### src/rtl/regfile_wb_sink_pkg.sv
// Package: regfile_wb_sink_pkg
//   Shared constants for the write-back register file and its busy-bit
//   scoreboard: default register width, default index width and the index of
//   the hard-wired zero register.
//   Build option: define REGFILE_BYPASS_EN to enable same-cycle write-through
//   from WB to the decode read ports. The default build leaves it disabled.
package regfile_wb_sink_pkg;

    localparam int RF_DATA_W = 32;
    localparam int RF_ADDR_W = 5;

    // r0 is hard-wired to zero: never written, never marked busy.
    localparam int REG_ZERO  = 0;

endpackage

### src/rtl/regfile_wb_sink_busy_scoreboard.sv
// Module: regfile_wb_sink_busy_scoreboard
//   One busy bit per architectural register, marking destinations whose
//   producer has left decode but not yet written back.
//   Ports:
//     clk, rst          clock, asynchronous active-high reset
//     set_en, set_idx   mark set_idx busy (issue of a writing instruction)
//     clr_en, clr_idx   clear clr_idx (write-back of that register)
//     rs_idx, rt_idx    lookup indices for the two decode read ports
//     rs_busy, rt_busy  busy state of the looked-up registers
module regfile_wb_sink_busy_scoreboard
    import regfile_wb_sink_pkg::*;
#(
    parameter int ADDR_W = RF_ADDR_W
) (
    input  logic              clk,
    input  logic              rst,
    input  logic              set_en,
    input  logic [ADDR_W-1:0] set_idx,
    input  logic              clr_en,
    input  logic [ADDR_W-1:0] clr_idx,
    input  logic [ADDR_W-1:0] rs_idx,
    input  logic [ADDR_W-1:0] rt_idx,
    output logic              rs_busy,
    output logic              rt_busy
);

    localparam int NREG = 1 << ADDR_W;

    logic [NREG-1:0] busy;
    logic            set_ok;

    // r0 can never become busy, whatever the caller passes in.
    assign set_ok = set_en && (set_idx != ADDR_W'(REG_ZERO));

    // Set has priority over clear on the same register: the issuing
    // instruction is a newer producer than the one writing back.
    always_ff @(posedge clk or posedge rst) begin
        if (rst) begin
            busy <= '0;
        end else begin
            for (int r = 0; r < NREG; r++) begin
                if (set_ok && (set_idx == ADDR_W'(r))) begin
                    busy[r] <= 1'b1;
                end else if (clr_en && (clr_idx == ADDR_W'(r))) begin
                    busy[r] <= 1'b0;
                end
            end
        end
    end

    assign rs_busy = busy[rs_idx];
    assign rt_busy = busy[rt_idx];

endmodule

### src/rtl/regfile_wb_sink.sv
// Module: regfile_wb_sink
//   Register file closing the pipeline loop: written by WB, read by ID through
//   two combinational ports, with a busy-bit scoreboard that stalls decode
//   while a consumed source still has a producer in flight.
//   Build option: REGFILE_BYPASS_EN (undefined by default) forwards the WB
//   value to the read ports in the write cycle and drops the stall one cycle
//   earlier.
//   Ports:
//     clk, rst                     clock, asynchronous active-high reset
//     wb_we, wb_rd, wb_data        write-back port
//     rs_addr, rt_addr             read indices
//     rs_used, rt_used             ID instruction consumes rs / rt
//     issue_valid, issue_we,
//     issue_rd                     instruction leaving decode and its destination
//     rs_data, rt_data             read data (combinational)
//     stall                        ID must hold this cycle
module regfile_wb_sink
    import regfile_wb_sink_pkg::*;
#(
    parameter int DATA_W = RF_DATA_W,
    parameter int ADDR_W = RF_ADDR_W
) (
    input  logic              clk,
    input  logic              rst,
    input  logic              wb_we,
    input  logic [ADDR_W-1:0] wb_rd,
    input  logic [DATA_W-1:0] wb_data,
    input  logic [ADDR_W-1:0] rs_addr,
    input  logic [ADDR_W-1:0] rt_addr,
    input  logic              rs_used,
    input  logic              rt_used,
    input  logic              issue_valid,
    input  logic              issue_we,
    input  logic [ADDR_W-1:0] issue_rd,
    output logic [DATA_W-1:0] rs_data,
    output logic [DATA_W-1:0] rt_data,
    output logic              stall
);

    localparam int NREG = 1 << ADDR_W;
    localparam logic [ADDR_W-1:0] ZERO_IDX = ADDR_W'(REG_ZERO);

    logic [DATA_W-1:0] regs [NREG];

    logic wb_write;
    logic issue_set;
    logic rs_busy;
    logic rt_busy;
    logic rs_pend;
    logic rt_pend;

    // A WB to r0 is a no-op for both the array and the read bypass.
    assign wb_write = wb_we && (wb_rd != ZERO_IDX);

    always_ff @(posedge clk or posedge rst) begin
        if (rst) begin
            for (int i = 0; i < NREG; i++) begin
                regs[i] <= '0;
            end
        end else if (wb_write) begin
            regs[wb_rd] <= wb_data;
        end
    end

    // Issue only takes effect when decode is not stalled; stall is built from
    // registered busy bits, so this gating forms no combinational loop.
    assign issue_set = issue_valid && issue_we && !stall;

    regfile_wb_sink_busy_scoreboard #(
        .ADDR_W (ADDR_W)
    ) u_scoreboard (
        .clk     (clk),
        .rst     (rst),
        .set_en  (issue_set),
        .set_idx (issue_rd),
        .clr_en  (wb_we),
        .clr_idx (wb_rd),
        .rs_idx  (rs_addr),
        .rt_idx  (rt_addr),
        .rs_busy (rs_busy),
        .rt_busy (rt_busy)
    );

`ifdef REGFILE_BYPASS_EN
    // The WB value is forwarded this cycle, so a source being written back
    // now is already satisfied and must not hold decode.
    assign rs_pend = rs_used && rs_busy && !(wb_we && (wb_rd == rs_addr));
    assign rt_pend = rt_used && rt_busy && !(wb_we && (wb_rd == rt_addr));

    always_comb begin
        rs_data = regs[rs_addr];
        rt_data = regs[rt_addr];
        if (wb_write && (wb_rd == rs_addr)) rs_data = wb_data;
        if (wb_write && (wb_rd == rt_addr)) rt_data = wb_data;
        if (rs_addr == ZERO_IDX) rs_data = '0;
        if (rt_addr == ZERO_IDX) rt_data = '0;
    end
`else
    // Without forwarding the new value is only visible after the edge, so
    // the busy bit alone (cleared at that edge) decides the stall.
    assign rs_pend = rs_used && rs_busy;
    assign rt_pend = rt_used && rt_busy;

    always_comb begin
        rs_data = regs[rs_addr];
        rt_data = regs[rt_addr];
        if (rs_addr == ZERO_IDX) rs_data = '0;
        if (rt_addr == ZERO_IDX) rt_data = '0;
    end
`endif

    assign stall = rs_pend || rt_pend;

endmodule

### config.mk
export PLATFORM = sky130hd
export DESIGN_NAME = regfile_wb_sink
export DESIGN_NICKNAME = d
export VERILOG_FILES = /design/src/rtl/regfile_wb_sink_pkg.sv /design/src/rtl/regfile_wb_sink_busy_scoreboard.sv /design/src/rtl/regfile_wb_sink.sv
export SDC_FILE = /design/constraint.sdc
export NUM_CORES = 2
export LEC_CHECK = 0
export CAP_MARGIN = 25
export CORE_MARGIN = 2
export CORE_UTILIZATION = 55
export DETAILED_ROUTE_END_ITERATION = 12
export GPL_TIMING_DRIVEN = 0
export PLACE_DENSITY = 0.69
export SYNTH_ARGS = -nofsm -noshare
export SYNTH_HDL_FRONTEND = slang
export SYNTH_SLANG_ARGS = --single-unit
### constraint.sdc
create_clock -name clk -period 111.1 [get_ports clk]
set_clock_uncertainty 0.2 [all_clocks]
set_input_delay 33.33 -clock clk [delete_from_list [all_inputs] [get_ports clk]]
set_output_delay 33.33 -clock clk [all_outputs]
set_load 0.05 [all_outputs]
-- Word-level counts from Yosys, hierarchy flattened
Index checks and enable logic that the tools add are counted.
- bits in registers: 1056
- latch bits: 0
- RAM bits: 0
- ROM bits: 0
- input port bits: 59
- output and inout bits: 65
- word-level logic and storage cells: 325
- memories: 0
- add/subtract/negate cells: 0
- multiply operators: 0
- divide/modulo/power cells: 0
- magnitude comparators: 6
- eq/ne operators: 62
- shift-type cells: 0
- mux-type cells: 79
- bitwise gates (word level): 3
- reduce and logical (&&, ||, !) cells: 111
- operators with widths (kind ; count):
    bitwise mux 1024 bit ; 1
    binary-select mux 32 bit (select 5 bit) ; 2
    2-to-1 mux 32 bit ; 7
    demux 32 bit (select 5 bit) ; 1
    == test 5 bit, second input constant ; 32
    == test 5 x 4 -> 1 bit, second input constant ; 16
    logical AND 1 bit ; 71
    2-to-1 mux 1 bit ; 66
    nonzero test 2 bit ; 32
    == test 5 x 3 -> 1 bit, second input constant ; 8
    == test 5 x 2 -> 1 bit, second input constant ; 4
    zero test 5 bit ; 4
    >= comparator 6 bit, second input constant ; 3
    inverter 5 -> 6 bit ; 3
    < comparator 5 x 6 -> 1 bit, second input constant ; 2
    binary-select mux 1 bit (select 5 bit) ; 2
    == test 5 x 1 -> 1 bit, second input constant ; 2
    nonzero test 5 bit ; 2
    < comparator 6 x 1 -> 1 bit, second input constant ; 1
    zero test 1 bit ; 1
    logical OR 1 bit ; 1

-- Longest topological paths before layout
- word-level depth: 9
- depth in mapped cells: 10
- mapped depth without buffers: 5

-- Hierarchy
Synthesis repeated with hierarchy kept, for this count alone.
- cell total of the unflattened synthesis: 3830
- area total of the unflattened synthesis: 56880.8 um2
- modules (own cells, without submodules) (module ; times used ; cells an instance ; area an instance (um2) ; sequential area each (um2)):
    regfile_wb_sink ; 1 ; 3617 ; 54910.2 ; 25624.6
    regfile_wb_sink_busy_scoreboard ; 1 ; 213 ; 1970.6 ; 800.8

-- Worst setup path after synthesis
No wires, ideal clock.
- kind: input port to output port
- start: in rs_addr[1]
- end: out rs_data[10]
- data arrival time: 35.521 ns
- required time: 77.570 ns
- path slack: 42.049 ns
- stages on the path: 8
- path buffers: 4
- cell sequence: buf_2 -> buf_2 -> buf_2 -> clkbuf_1 -> mux4_2 -> mux4_2 -> nand2_1 -> a21oi_1
- word-level cells in the longest chain between the ends: 5
- elaborated cells between the ends (all ways): 6
- classes of those cells: mux: 4; bitwise: 1; reduce/logical: 1
- RTL lines (item ; line ; text):
    from (decl) ; regfile_wb_sink.sv:28 ; input logic [ADDR_W-1:0] rs_addr,
    inverter 5 -> 6 bit (implied by the code) ; regfile_wb_sink.sv:105 ; rs_data = regs[rs_addr];
    binary-select mux 32 bit (select 5 bit) ; regfile_wb_sink.sv:105 ;
    2-to-1 mux 32 bit (implied by the code) (2 in a row) ; regfile_wb_sink.sv:105 ;
    2-to-1 mux 32 bit * ; regfile_wb_sink.sv:107 ; if (rs_addr == ZERO_IDX) rs_data = '0;
    to (decl) ; regfile_wb_sink.sv:35 ; output logic [DATA_W-1:0] rs_data,
Every way passes the cells marked *; elsewhere a longest branch is shown, timed or not. The select of a mux whose other input is x is not followed.

-- Worst setup path after layout
- start: in rt_addr[1]
- end: out rt_data[7]
- word-level cells in the longest chain between the ends: 5
- elaborated cells between the ends (all ways): 6
- classes of those cells: mux: 4; bitwise: 1; reduce/logical: 1
- RTL lines (item ; line ; text):
    from (decl) ; regfile_wb_sink.sv:29 ; input logic [ADDR_W-1:0] rt_addr,
    inverter 5 -> 6 bit (implied by the code) ; regfile_wb_sink.sv:106 ; rt_data = regs[rt_addr];
    binary-select mux 32 bit (select 5 bit) ; regfile_wb_sink.sv:106 ;
    2-to-1 mux 32 bit (implied by the code) (2 in a row) ; regfile_wb_sink.sv:106 ;
    2-to-1 mux 32 bit * ; regfile_wb_sink.sv:108 ; if (rt_addr == ZERO_IDX) rt_data = '0;
    to (decl) ; regfile_wb_sink.sv:36 ; output logic [DATA_W-1:0] rt_data,
Marks and branches as above.

==> summary.txt <==
Floorplan
  – Die width: approximately 320 um
  – Die area: roughly 0.10 mm2
  – Area of the core: between 0.1 and 0.15 mm2
  – Die Ht: about 320 um
  – # rows: around 120
  – Top Ports: approximately 120
  – Initial Utilization: a little under three fifths

STA
  – Max-slew violations: 0
  – Worst slew pin tran: 1260 ps
  – Final worst-path cycle share: between 60% and 70%
  – Endpoints failing setup: 0
  – Worst slew margin: 15.7%
  – Final hold violations: 0
  – Setup TNS: 0 ps
  – Tmin final: 71090 ps
  – RSZ-0062 raised after global routing: no
  – Fmax: approximately 14 MHz

Clocking
  – CTS tree: done
  – Worst-path clk slew: approximately 60 ps
  – PostCTS Resize Cnt: 0
  – CTS root buffer: clkbuf_16
  – Total CTS buffers: ~110
  – # hold bufs at CTS: 0
  – Sink Count: around 1100
  – H-tree depth: 3
  – Post-CTS Setup Bufs: 0
  – Clock Latency Late Sink: roughly 730 ps
  – Clk buf depth: 3

Routing
  – DRT antenna net count: 0
  – Drt pass-1 iters: 5
  – Drt total wl: between 150000 and 200000 um
  – # DRC: 0
  – Vias per cell: about 7
  – Avg WL per Cell: ~37 um
  – Vias: roughly 37000
  – DRT iter0 DRCs: approximately 4500

Critical path
  – CP delay by family, top: buffers and inverters
  – Worst path arrival time: roughly 38000 ps
  – Crit. End Element: primary output
  – Worst-path fanout max: 10
  – Buf/Inv on CP: 5
  – CP peak stage delay: slightly below 900 ps
  – CP Class: input pin to primary output
  – CP cell instances: buf_2 -> buf_2 -> buf_2 -> clkbuf_1 -> mux4_2 -> mux4_2 -> mux2i_1 -> nor2_1 -> clkdlybuf4s50_1
  – Critical Path RT: between 70000 and 80000 ps
  – Startpoint Class: input pin
  – Crit-path slowest cell: clkbuf_1
  – CP dominant cell by count: buf_2

Layout
  – Filler Cell Count: 7264
  – Post-Layout Inst Area: between 0.06 and 0.07 mm2
  – Antenna diodes: 0
  – Commonest cells after routing, fill and taps aside: dfrtp_1, mux2_2, mux4_2, clkbuf_1, clkdlybuf4s50_1
  – Layout cells sized above 1: a little over half
  – Most common cell after layout, fill and taps aside: dfrtp_1
  – Layout Nets: 3843
  – Layout area overhead: 14.6%

Pwr
  – Clk network pwr share: between 30% and 40%
  – Leak Pwr: around 27 nW
  – Pwr per Cell Area: 18.4 mW/mm2
  – VDD IR max: approximately 0.000013 V
  – P_sw: approximately 0.00034 W
  – Power share of the combinational group: a little under a quarter
  – Switching Fraction: between 20 and 30%
  – Internal power: between 0.0008 and 0.0009 W
  – Sequential Power Share: between 40 and 50%

Yosys
  – Synthesized cell area: 0.0559 mm2
  – Yosys warnings: 0
  – Gate Count Post-Synth: 3464
  – Syn_nets: 3523
  – Sequential fraction of the synthesis area: between 40% and 50%
  – Yosys reg bits: between 1000 and 1500
  – Syn_area_per_cell: about 16 um2
  – Synth cell types: 36

Global route
  – Largest net degree at the start of global routing: 137
  – Most Crowded Layer GR: met2
  – GRT Overall Usage: between 30% and 40%
  – Grt total ovfl: 0
  – Met1 usage: 49.5%
  – First-pass GRT wire length: around 280000 um
  – Number of global-route vias before repair: between 30000 and 40000
  – M3 GR Usage: roughly an eighth
  – Grt met2 use: 56.8%
  – Initial antenna violation count: 3

Job
  – Max cap viols: 0

Status
  – Status: complete, no violations

Placement
  – GP Congestion: ~0.94
  – Placed Area: 0.0601 mm2
  – Port Buffers: ~120
  – Hpwl dp: about 140000 um

Hold path
  – HP Class: flip-flop to flip-flop
[logic make-up (layout without fill, tap and decap cells)]
family                 Yosys count  count (layout)  share of synthesized area (%)
AO/OA/AOI/OAI                   86              86                          0.877
buffers and inverters          415             825                           3.15
flip-flops                    1056            1056                           47.3
multiplexers                  1687            1687                           47.1
AND/OR/NAND/NOR                220             220                           1.67
[synth_stat cells]
library cell  count  share of area (%)
o221ai_1          2              0.031
a31o_2            1              0.016
nand2_1         115               0.77
dfrtp_1        1056                 47
mux4_2          654                 26
nor4_1            1              0.011
buf_6             3              0.060
nand4_1           4              0.045
or3_1             2              0.022
o31ai_1          12               0.16
nand4b_1          1              0.016
or2_2             3              0.034
clkbuf_1        246                1.7
and3b_1           1              0.016
nand2b_1          8              0.090
o21ai_0          32               0.29
nor4b_1           1              0.016
a21boi_0          1              0.013
buf_1            58               0.39
mux2_2          995                 20
buf_2            77               0.69
nor2_1           55               0.37
and3_1            2              0.022
inv_1             9              0.060
a31oi_1           1              0.011
nor3_1            3              0.027
o32ai_1           1              0.016
o22ai_1           2              0.022
a221oi_1          1              0.016
buf_4            22               0.30
nor3b_1           2              0.027
mux2i_1          38               0.68
a21oi_1          32               0.29
nand3_1          20               0.18
a32o_1            1              0.018
nor2b_1           2              0.022
[sequential cells by signal, indices dropped and copies added, names as in the netlist]
register           count
regs                1024
u_scoreboard.busy     32
[power groups by stage]
| stage | Clock, W | Combinational, W | Sequential [W] |
|---|---|---|---|
| floorplan | 0 | 0.000207 | 0.000498 |
| global placement | 0 | 0.000264 | 0.000506 |
| detailed placement | 0 | 0.000275 | 0.000516 |
| CTS | 0.000390 | 0.000276 | 0.000509 |
| global route | 0.000407 | 0.000291 | 0.000520 |
| finish | 0.000388 | 0.000278 | 0.000513 |
[metal layers]
metal	part of all wire (%)	wire, um
met5	0	0
met4	5.7	11000
met3	11	21000
met2	46	87900
met1	37	71900
[final timing paths]
path | end | slack (ps) | cells past startpoint | from
setup / recovery | rt_data[7] | 40010 | 9 | rt_addr[1]
setup reg to reg | u_scoreboard.busy[17] | 108590 | 6 | u_scoreboard.busy[26]
hold / removal | regs[1017] | 280 | 1 | regs[1017]
min in group asynchronous | regs[261] | 32840 | 2 | rst
hold reg to reg | regs[1017] | 280 | 1 | regs[1017]
max in group asynchronous | regs[215] | 75410 | 6 | rst
[metrics by stage]
step           hold slack (ps)  power, W  setup slack (ps)  cells  util [%]
3_5_place_dp               265  0.000791             40120   5015      59.9
3_3_place_gp               252  0.000770             38200   4937      58.5
5_1_grt                    294   0.00122             40040   5231      63.8
4_1_cts                    279   0.00118             40120   5221      63.6
2_1_floorplan              241  0.000705             42050   3464         -
6_report                   276   0.00118             40010   5231      63.8
[area by class of cell]
type,count,area [um2],share of cell area [%]
inverters,9,41.3,0.0645
clock inverters,45,529,0.826
plain buffers,406,1730,2.69
multi-input cells,1993,27700,43.3
well taps,1357,1700,2.65
repair buffers,204,2610,4.07
clock buffers,161,3280,5.12
flip-flops and latches,1056,26400,41.3
(Power assumes the default switching activity.)
